==> src/rtl/game_pkg.sv <==
// Shared types and default constants for the game board controller.
// Imported by edge_detect and game_ctrl.
package game_pkg;

  typedef enum logic [2:0] {
    IDLE  = 3'd0,
    SEED  = 3'd1,
    PLAY  = 3'd2,
    PAUSE = 3'd3,
    DONE  = 3'd4
  } game_state_t;

  localparam int GEN_W_DEF       = 16;
  localparam int DIV_W_DEF       = 24;
  localparam int SEED_CYCLES_DEF = 64;

  // Button bit positions inside the edge detector vector
  localparam int B_START = 0;
  localparam int B_RAND  = 1;
  localparam int B_PAUSE = 2;
  localparam int B_STEP  = 3;

endpackage

==> src/rtl/edge_detect.sv <==
// Per-bit rising-edge pulse generator with one history register per bit.
// Ports: clk, reset (sync active-low), in_i[N], pulse_o[N] (combinational).
module edge_detect
  import game_pkg::*;
#(
  parameter int N = 4
) (
  input  logic         clk,
  input  logic         reset,
  input  logic [N-1:0] in_i,
  output logic [N-1:0] pulse_o
);

  logic [N-1:0] prev_q;

  // History resets high so a button held through reset gives no edge
  always_ff @(posedge clk) begin
    if (!reset) prev_q <= '1;
    else        prev_q <= in_i;
  end

  assign pulse_o = in_i & ~prev_q;

endmodule

==> src/rtl/game_ctrl.sv <==
// Board sequencer: clear, seed, play, pause/step, generation-limit stop.
// Ports: buttons in, speed/max_gen config, Moore flags, advance pulse, gen_count, state_o.
module game_ctrl
  import game_pkg::*;
#(
  parameter int GEN_W       = GEN_W_DEF,
  parameter int DIV_W       = DIV_W_DEF,
  parameter int SEED_CYCLES = SEED_CYCLES_DEF
) (
  input  logic             clk,
  input  logic             reset,
  input  logic             start,
  input  logic             randomize,
  input  logic             pause,
  input  logic             step,
  input  logic             clear,
  input  logic [DIV_W-1:0] speed,
  input  logic [GEN_W-1:0] max_gen,
  output logic             clr,
  output logic             rnd_en,
  output logic             advance,
  output logic             running,
  output logic             done,
  output logic [GEN_W-1:0] gen_count,
  output logic [2:0]       state_o
);

  localparam int SW = (SEED_CYCLES > 1) ? $clog2(SEED_CYCLES) : 1;
  localparam logic [SW-1:0] SEED_LAST = SW'(SEED_CYCLES - 1);

  game_state_t      state_q, state_d;
  logic [DIV_W-1:0] div_q, div_d;
  logic [SW-1:0]    seed_q, seed_d;
  logic [GEN_W-1:0] gen_q, gen_d;
  logic             adv_q, adv_d;

  logic [3:0] btn, btn_p;
  logic       start_p, rand_p, pause_p, step_p;
  logic [GEN_W-1:0] gen_inc;

  assign btn = {step, pause, randomize, start};

  edge_detect #(.N(4)) u_edge (
    .clk     (clk),
    .reset   (reset),
    .in_i    (btn),
    .pulse_o (btn_p)
  );

  assign start_p = btn_p[B_START];
  assign rand_p  = btn_p[B_RAND];
  assign pause_p = btn_p[B_PAUSE];
  assign step_p  = btn_p[B_STEP];

  // Saturating increment
  assign gen_inc = (gen_q == '1) ? gen_q : gen_q + 1'b1;

  always_comb begin
    state_d = state_q;
    div_d   = div_q;
    seed_d  = seed_q;
    gen_d   = gen_q;
    adv_d   = 1'b0;
    if (clear) begin
      state_d = IDLE;
      div_d   = '0;
    end else if (rand_p) begin
      // Also restarts an in-progress seeding pass
      state_d = SEED;
      seed_d  = '0;
      gen_d   = '0;
      div_d   = '0;
    end else begin
      unique case (state_q)
        IDLE, DONE: begin
          if (start_p) begin
            state_d = PLAY;
            gen_d   = '0;
            div_d   = '0;
          end
        end
        SEED: begin
          if (seed_q == SEED_LAST) begin
            state_d = PAUSE;
            seed_d  = '0;
          end else begin
            seed_d = seed_q + 1'b1;
          end
        end
        PLAY: begin
          if (pause_p) begin
            state_d = PAUSE;
          end else if (div_q >= speed) begin
            // >= keeps us moving if speed was lowered below div
            adv_d = 1'b1;
            div_d = '0;
            gen_d = gen_inc;
            if (max_gen != '0 && gen_inc == max_gen) state_d = DONE;
          end else begin
            div_d = div_q + 1'b1;
          end
        end
        PAUSE: begin
          if (start_p || pause_p) begin
            state_d = PLAY;
          end else if (step_p) begin
            adv_d = 1'b1;
            gen_d = gen_inc;
            if (max_gen != '0 && gen_inc == max_gen) state_d = DONE;
          end
        end
        default: state_d = IDLE;
      endcase
    end
  end

  always_ff @(posedge clk) begin
    if (!reset) begin
      state_q <= IDLE;
      div_q   <= '0;
      seed_q  <= '0;
      gen_q   <= '0;
      adv_q   <= 1'b0;
    end else begin
      state_q <= state_d;
      div_q   <= div_d;
      seed_q  <= seed_d;
      gen_q   <= gen_d;
      adv_q   <= adv_d;
    end
  end

  assign clr       = (state_q == IDLE);
  assign rnd_en    = (state_q == SEED);
  assign running   = (state_q == PLAY);
  assign done      = (state_q == DONE);
  assign advance   = adv_q;
  assign gen_count = gen_q;
  assign state_o   = state_q;

endmodule

==> config.mk <==
export PLATFORM = sky130hd
export DESIGN_NAME = game_ctrl
export DESIGN_NICKNAME = d
export VERILOG_FILES = /design/src/rtl/game_pkg.sv /design/src/rtl/edge_detect.sv /design/src/rtl/game_ctrl.sv
export SDC_FILE = /design/constraint.sdc
export NUM_CORES = 1
export LEC_CHECK = 0
export ABC_CLOCK_PERIOD_IN_PS = 5870
export BUFFER_PORTS_ARGS = -buffer_cell sky130_fd_sc_hd__clkbuf_2
export CORE_MARGIN = 1
export CORE_UTILIZATION = 41
export CTS_CLUSTER_DIAMETER = 80
export DETAILED_ROUTE_END_ITERATION = 16
export PLACE_DENSITY = 0.63
export SYNTH_ARGS = -nofsm -noshare
export SYNTH_HDL_FRONTEND = slang
export SYNTH_HIERARCHICAL = 1
export SYNTH_SLANG_ARGS = --single-unit
==> constraint.sdc <==
create_clock -name clk -period 5.87 [get_ports clk]
set_clock_uncertainty 0.1 [all_clocks]
set_input_delay 1.174 -clock clk [delete_from_list [all_inputs] [get_ports clk]]
set_output_delay 1.174 -clock clk [all_outputs]
set_load 0.03 [all_outputs]
---- Yosys cells after proc, flatten, opt, wreduce, memory -nomap -nowiden ----
Cells that the tools add are included.
storage, ports and cells
  register bits after elaboration ......... 54
  output and inout bits ................... 24
cells by class
  add/subtract/negate cells ............... 3
  magnitude comparators ................... 1
  equal/unequal tests ..................... 20
  multiplexer cells ....................... 29
  bitwise operators ....................... 4
  reductions and logical operators ........ 15
operator list
  kind                     number
  $mux W16                 7
  $mux W24                 3
  $pmux W16 S3             1
  $pmux W24 S2             1
  $add A24 B1 Y24 const B  1
  $ge A24 B24 Y1           1
  $mux W3                  7
  $mux W6                  3
  $add A16 B1 Y16 const B  1
  $eq A16 B16 Y1           1
  $eq A16 B16 Y1 const B   1
  $reduce_bool A16 Y1      1
  $ne A3 B3 Y1 const B     5
  $pmux W3 S4              1
  $ne A3 B1 Y1 const B     3
  $reduce_and A4 Y1        2
  $reduce_and A7 Y1        1
  $add A6 B1 Y6 const B    1
  $eq A3 B2 Y1 const B     2
  $eq A6 B6 Y1 const B     1
  $mux W1                  5
  $and A4 B4 Y4            1
  $ne A2 B2 Y1 const B     2
  $ne A4 B1 Y1 const B     1
  16 further kinds         19

---- Depth between registers and ports, before layout ----
  depth after elaboration ................. 9
  mapped depth ............................ 11
  depth with buffers taken out ............ 10

---- Hierarchy ----
The synthesis kept the hierarchy.
by module, submodules not included
  module       times used  cells each  area an instance (sq um)  sequential area each (sq um)
  game_ctrl    1           480         3,744.8                   1,001.0
  edge_detect  1           12          160.2                     80.1

---- Worst setup path before layout ----
Ideal clock, no wire load.
  path type ............................... input -> register
  start ................................... in speed[18]
  end ..................................... reg gen_q[2], in the netlist gen_count[2]
  setup time .............................. 0.076 ns
  arrival ................................. 3.183 ns
  data required time ...................... 5.694 ns
  setup slack ............................. 2.511 ns
  stages on the path ...................... 11
  buffers on the path ..................... 1
  cells stage by stage .................... inv_1 ha_1 a21o_1 a221oi_1 nand2_1 a21oi_1 a211oi_2 o221ai_1 clkbuf_1 o21ai_0 a21boi_0
between the ends
  cells in the longest elaborated chain, start to end .. 3
ends and longest elaborated chain
  element                      line              RTL
  start, declared              game_ctrl.sv:17   input logic [DIV_W-1:0] speed,
  $ge A24 B24 Y1               game_ctrl.sv:93   end else if (div_q >= speed) begin
  $ne A3 B1 Y1 (no line)       n/a
  $reduce_and A7 Y1 (no line)  n/a
  end signal, assigned         game_ctrl.sv:128  gen_q <= gen_d;
  end, declared                game_ctrl.sv:34   logic [GEN_W-1:0] gen_q, gen_d;
No other way between the ends.
A chain may end at the register's enable or synchronous reset.

---- Worst setup path in the final report ----
  start ................................... in speed[18]
  end ..................................... reg gen_q[0], in the netlist gen_count[0]
Same word-level chain as after synthesis.

==> flow_summary.json <==
{
  "cts_num_sinks": 54,
  "numPortBuffers": 70,
  "cp_max_fo": 16,
  "hold_buffers": 0,
  "synth_cell_types": 61,
  "fp.dieH_um": 99.59,
  "post_drt_wl_per_cell_um": 14.39,
  "tritoncts": "done",
  "cap_violations": 0,
  "antenna_cells": 0,
  "fillers": 933,
  "antenna_found_initial": 0,
  "outcome": "finished, final reports clean",
  "p_comb_frac": 0.108,
  "sequentialPowerShare": 0.530,
  "met2_usage": 0.3488,
  "fin_crit_sh": 0.6595,
  "avgSynthCellArea_sq_um": 7.937,
  "final_net_count": 625,
  "synthCells": 492,
  "chipWidth_um": 99.59,
  "gp_congestion": 0.8184,
  "hold_class": "reg -> reg",
  "drt_wl_total_um": 9799,
  "final_hold_viol_count": 0,
  "irDropWorstVdd_uv": 142.4,
  "post-dp-hpwl_um": 7524,
  "via_per_inst": 5.490,
  "drc": 0,
  "firstDrtPassIters": 4,
  "syn2layout_area_growth_pct": 14.07,
  "numCtsBuffers": 5,
  "drive_above_1_share": 0.1775,
  "clock_power_share": 0.362,
  "root_buffer": "clkbuf_8",
  "grt_max_degree": 34,
  "required_ns": 6.01,
  "finalMaxSlewViolations": 0,
  "tns_ns": 0,
  "rsz0062_at_grt": "no",
  "grt_pass1_vias": 3511,
  "cp-end-kind": "register",
  "die_area_sq_mm": 0.009918,
  "worst_slew_pin_slew_ns": 1.240,
  "grt-busiest-layer": "met2",
  "crit_arrival_ns": 4.01,
  "synth_seq_cells": 54,
  "p_int_uw": 527.4,
  "ys_seq_area_frac": 0.2768,
  "place_area_sq_mm": 0.004344,
  "placedCellCount": 673,
  "power_density_mw_per_mm2": 157.1,
  "row_count": 35,
  "swShare": 0.2461,
  "h-tree-depth": 2,
  "track_usage": 0.2019,
  "met3_usage": 0.02389,
  "overflow": 0,
  "whs_ns": 0.4308,
  "synth_nets": 566,
  "first_iter_violations": 253,
  "path_class": "in -> reg",
  "slew_headroom": 0.1730,
  "insertion_delay_ns": 0.31,
  "ant_nets": 0,
  "synthesis.area_sq_mm": 0.003905,
  "cts_resized": 0,
  "vias": 3739,
  "period_needed_ns": 3.872,
  "start_kind": "input pin",
  "io_pins": 71,
  "yosysWarnings": 6,
  "final_cell_area_sq_mm": 0.004454,
  "coreArea_sq_mm": 0.009240,
  "start_util": 0.4226,
  "synth_ff_type": "dfxtp_1",
  "synthArstFlopShare": 0,
  "r2r_slack_ns": 2.56,
  "met1_usage": 0.2667,
  "power.leakage_uw": 0.001831,
  "fmax_mhz": 258.3,
  "instances_no_fill": 681,
  "cts_buffer_depth": 2,
  "synth-edff-count": 0,
  "cts_setup_buffers": 0,
  "grt_pass1_wl_um": 16460,
  "p_switching_uw": 172.2,
  "setup_violations": 0,
  "clk_pin_slew_ns": 0.10
}
-- cells in the final DEF, fill, tap and decap left out, types with 7 or more instances in the layout --
master / n
nand2b_1: 8
xnor2_1: 16
nand2_1: 39
inv_1: 31
ha_1: 27
nand4_1: 19
o21ai_0: 33
a21oi_1: 20
clkbuf_2: 70
and3_1: 14
nor2_1: 47
nor3_1: 12
dfxtp_1: 54
nor2b_1: 7
nor4_1: 8
nand3_1: 18
xor2_1: 28
-- logic make-up (layout without fill, tap and decap cells) --
group / after synthesis / in the layout / share of synthesized area
flip-flops: 54 / 54 / 0.2768
AND/OR/NAND/NOR: 211 / 211 / 0.2996
adder cells (fa/ha/maj): 27 / 27 / 0.08651
XOR/XNOR: 44 / 44 / 0.09869
buffers and inverters: 49 / 109 / 0.04838
AO/OA/AOI/OAI: 104 / 104 / 0.1823
multiplexers: 3 / 3 / 0.007690
-- worst paths after layout --
| kind | startpoint | end | depth (start not counted) |
|---|---|---|---|
| worst max-delay path | speed[18] | gen_count[0]$_SDFFE_PN0P_ | 11 |
| worst max register to register | div_q[5]$_SDFFE_PP0P_ | gen_count[0]$_SDFFE_PN0P_ | 9 |
| worst min register to register | div_q[0]$_SDFFE_PP0P_ | div_q[0]$_SDFFE_PP0P_ | 2 |
| worst min-delay path | div_q[0]$_SDFFE_PP0P_ | div_q[0]$_SDFFE_PP0P_ | 2 |
-- cells in the mapped netlist, types with 4 or more instances --
master,count,area (sq um)
and4_1,4,35.03
buf_2,4,20.02
dfxtp_1,54,1081
nor2b_1,7,43.79
nand3b_1,4,30.03
nand2_1,39,146.4
a211oi_1,4,30.03
xor2_1,28,245.2
nand3_1,18,90.09
a21oi_1,20,100.1
xnor2_1,16,140.1
o221a_2,6,67.56
nor2_1,47,176.4
a21boi_0,4,30.03
and3_1,14,87.58
ha_1,27,337.8
nor3_1,12,60.06
nand4_1,19,118.9
o21ai_0,33,165.2
clkbuf_1,13,48.80
nor2b_4,4,55.05
nand2b_1,8,50.05
inv_1,31,116.4
nor4_1,8,50.05
or4_1,4,30.03
and2_1,6,37.54
-- flip-flops by register name, indices dropped and copies added (netlist names) --
name           flops
state_o            3
gen_count         16
advance            1
u_edge/prev_q      4
seed_q             6
div_q             24
-- layer usage --
metal / wire length [um] / share of wire
met1: 4538 / 0.46
met2: 4616 / 0.47
met3: 482 / 0.049
met4: 162 / 0.017
met5: 0 / 0
-- metrics by stage --
step             util  worst slack, ns  total power, uW
2_1_floorplan       -            2.511            424.9
3_3_place_gp   0.4701            1.720            453.3
3_5_place_dp   0.4701            1.666            455.0
4_1_cts        0.4821            1.988            706.9
5_1_grt        0.4821            1.661            731.8
6_report       0.4821            1.998            699.6
-- area by class of cell --
type,count,area [sq um],share of cell area
Clock buffer,6,72.57,0.01629
Clock inverter,2,37.54,0.008427
Timing Repair Buffer,70,350.3,0.07865
Inverter,31,116.4,0.02612
Multi-Input combinational cell,389,2635,0.5916
Sequential cell,54,1081,0.2427
Tap cell,129,161.4,0.03624
-- critical path, stage by stage --
cell and delay, ns:
clkbuf_2 0.08, inv_1 0.03, ha_1 0.29, a21o_1 0.18
a221oi_1 0.36, nand2_1 0.08, a21oi_1 0.19, a211oi_2 0.11
o221ai_1 1.00, o21ai_0 0.29, o22ai_1 0.22
-- power groups by stage --
| stage | logic [uW] | clock network [uW] | registers [uW] |
|---|---|---|---|
| 6_report | 75.6 | 253 | 371 |
| 5_1_grt | 84.9 | 276 | 371 |
| 4_1_cts | 76.4 | 260 | 371 |
| 3_5_place_dp | 75.8 | 0 | 379 |
| 3_3_place_gp | 74.1 | 0 | 379 |
| 2_1_floorplan | 45.9 | 0 | 379 |
Note: power is estimated with default switching activity, not from simulation.
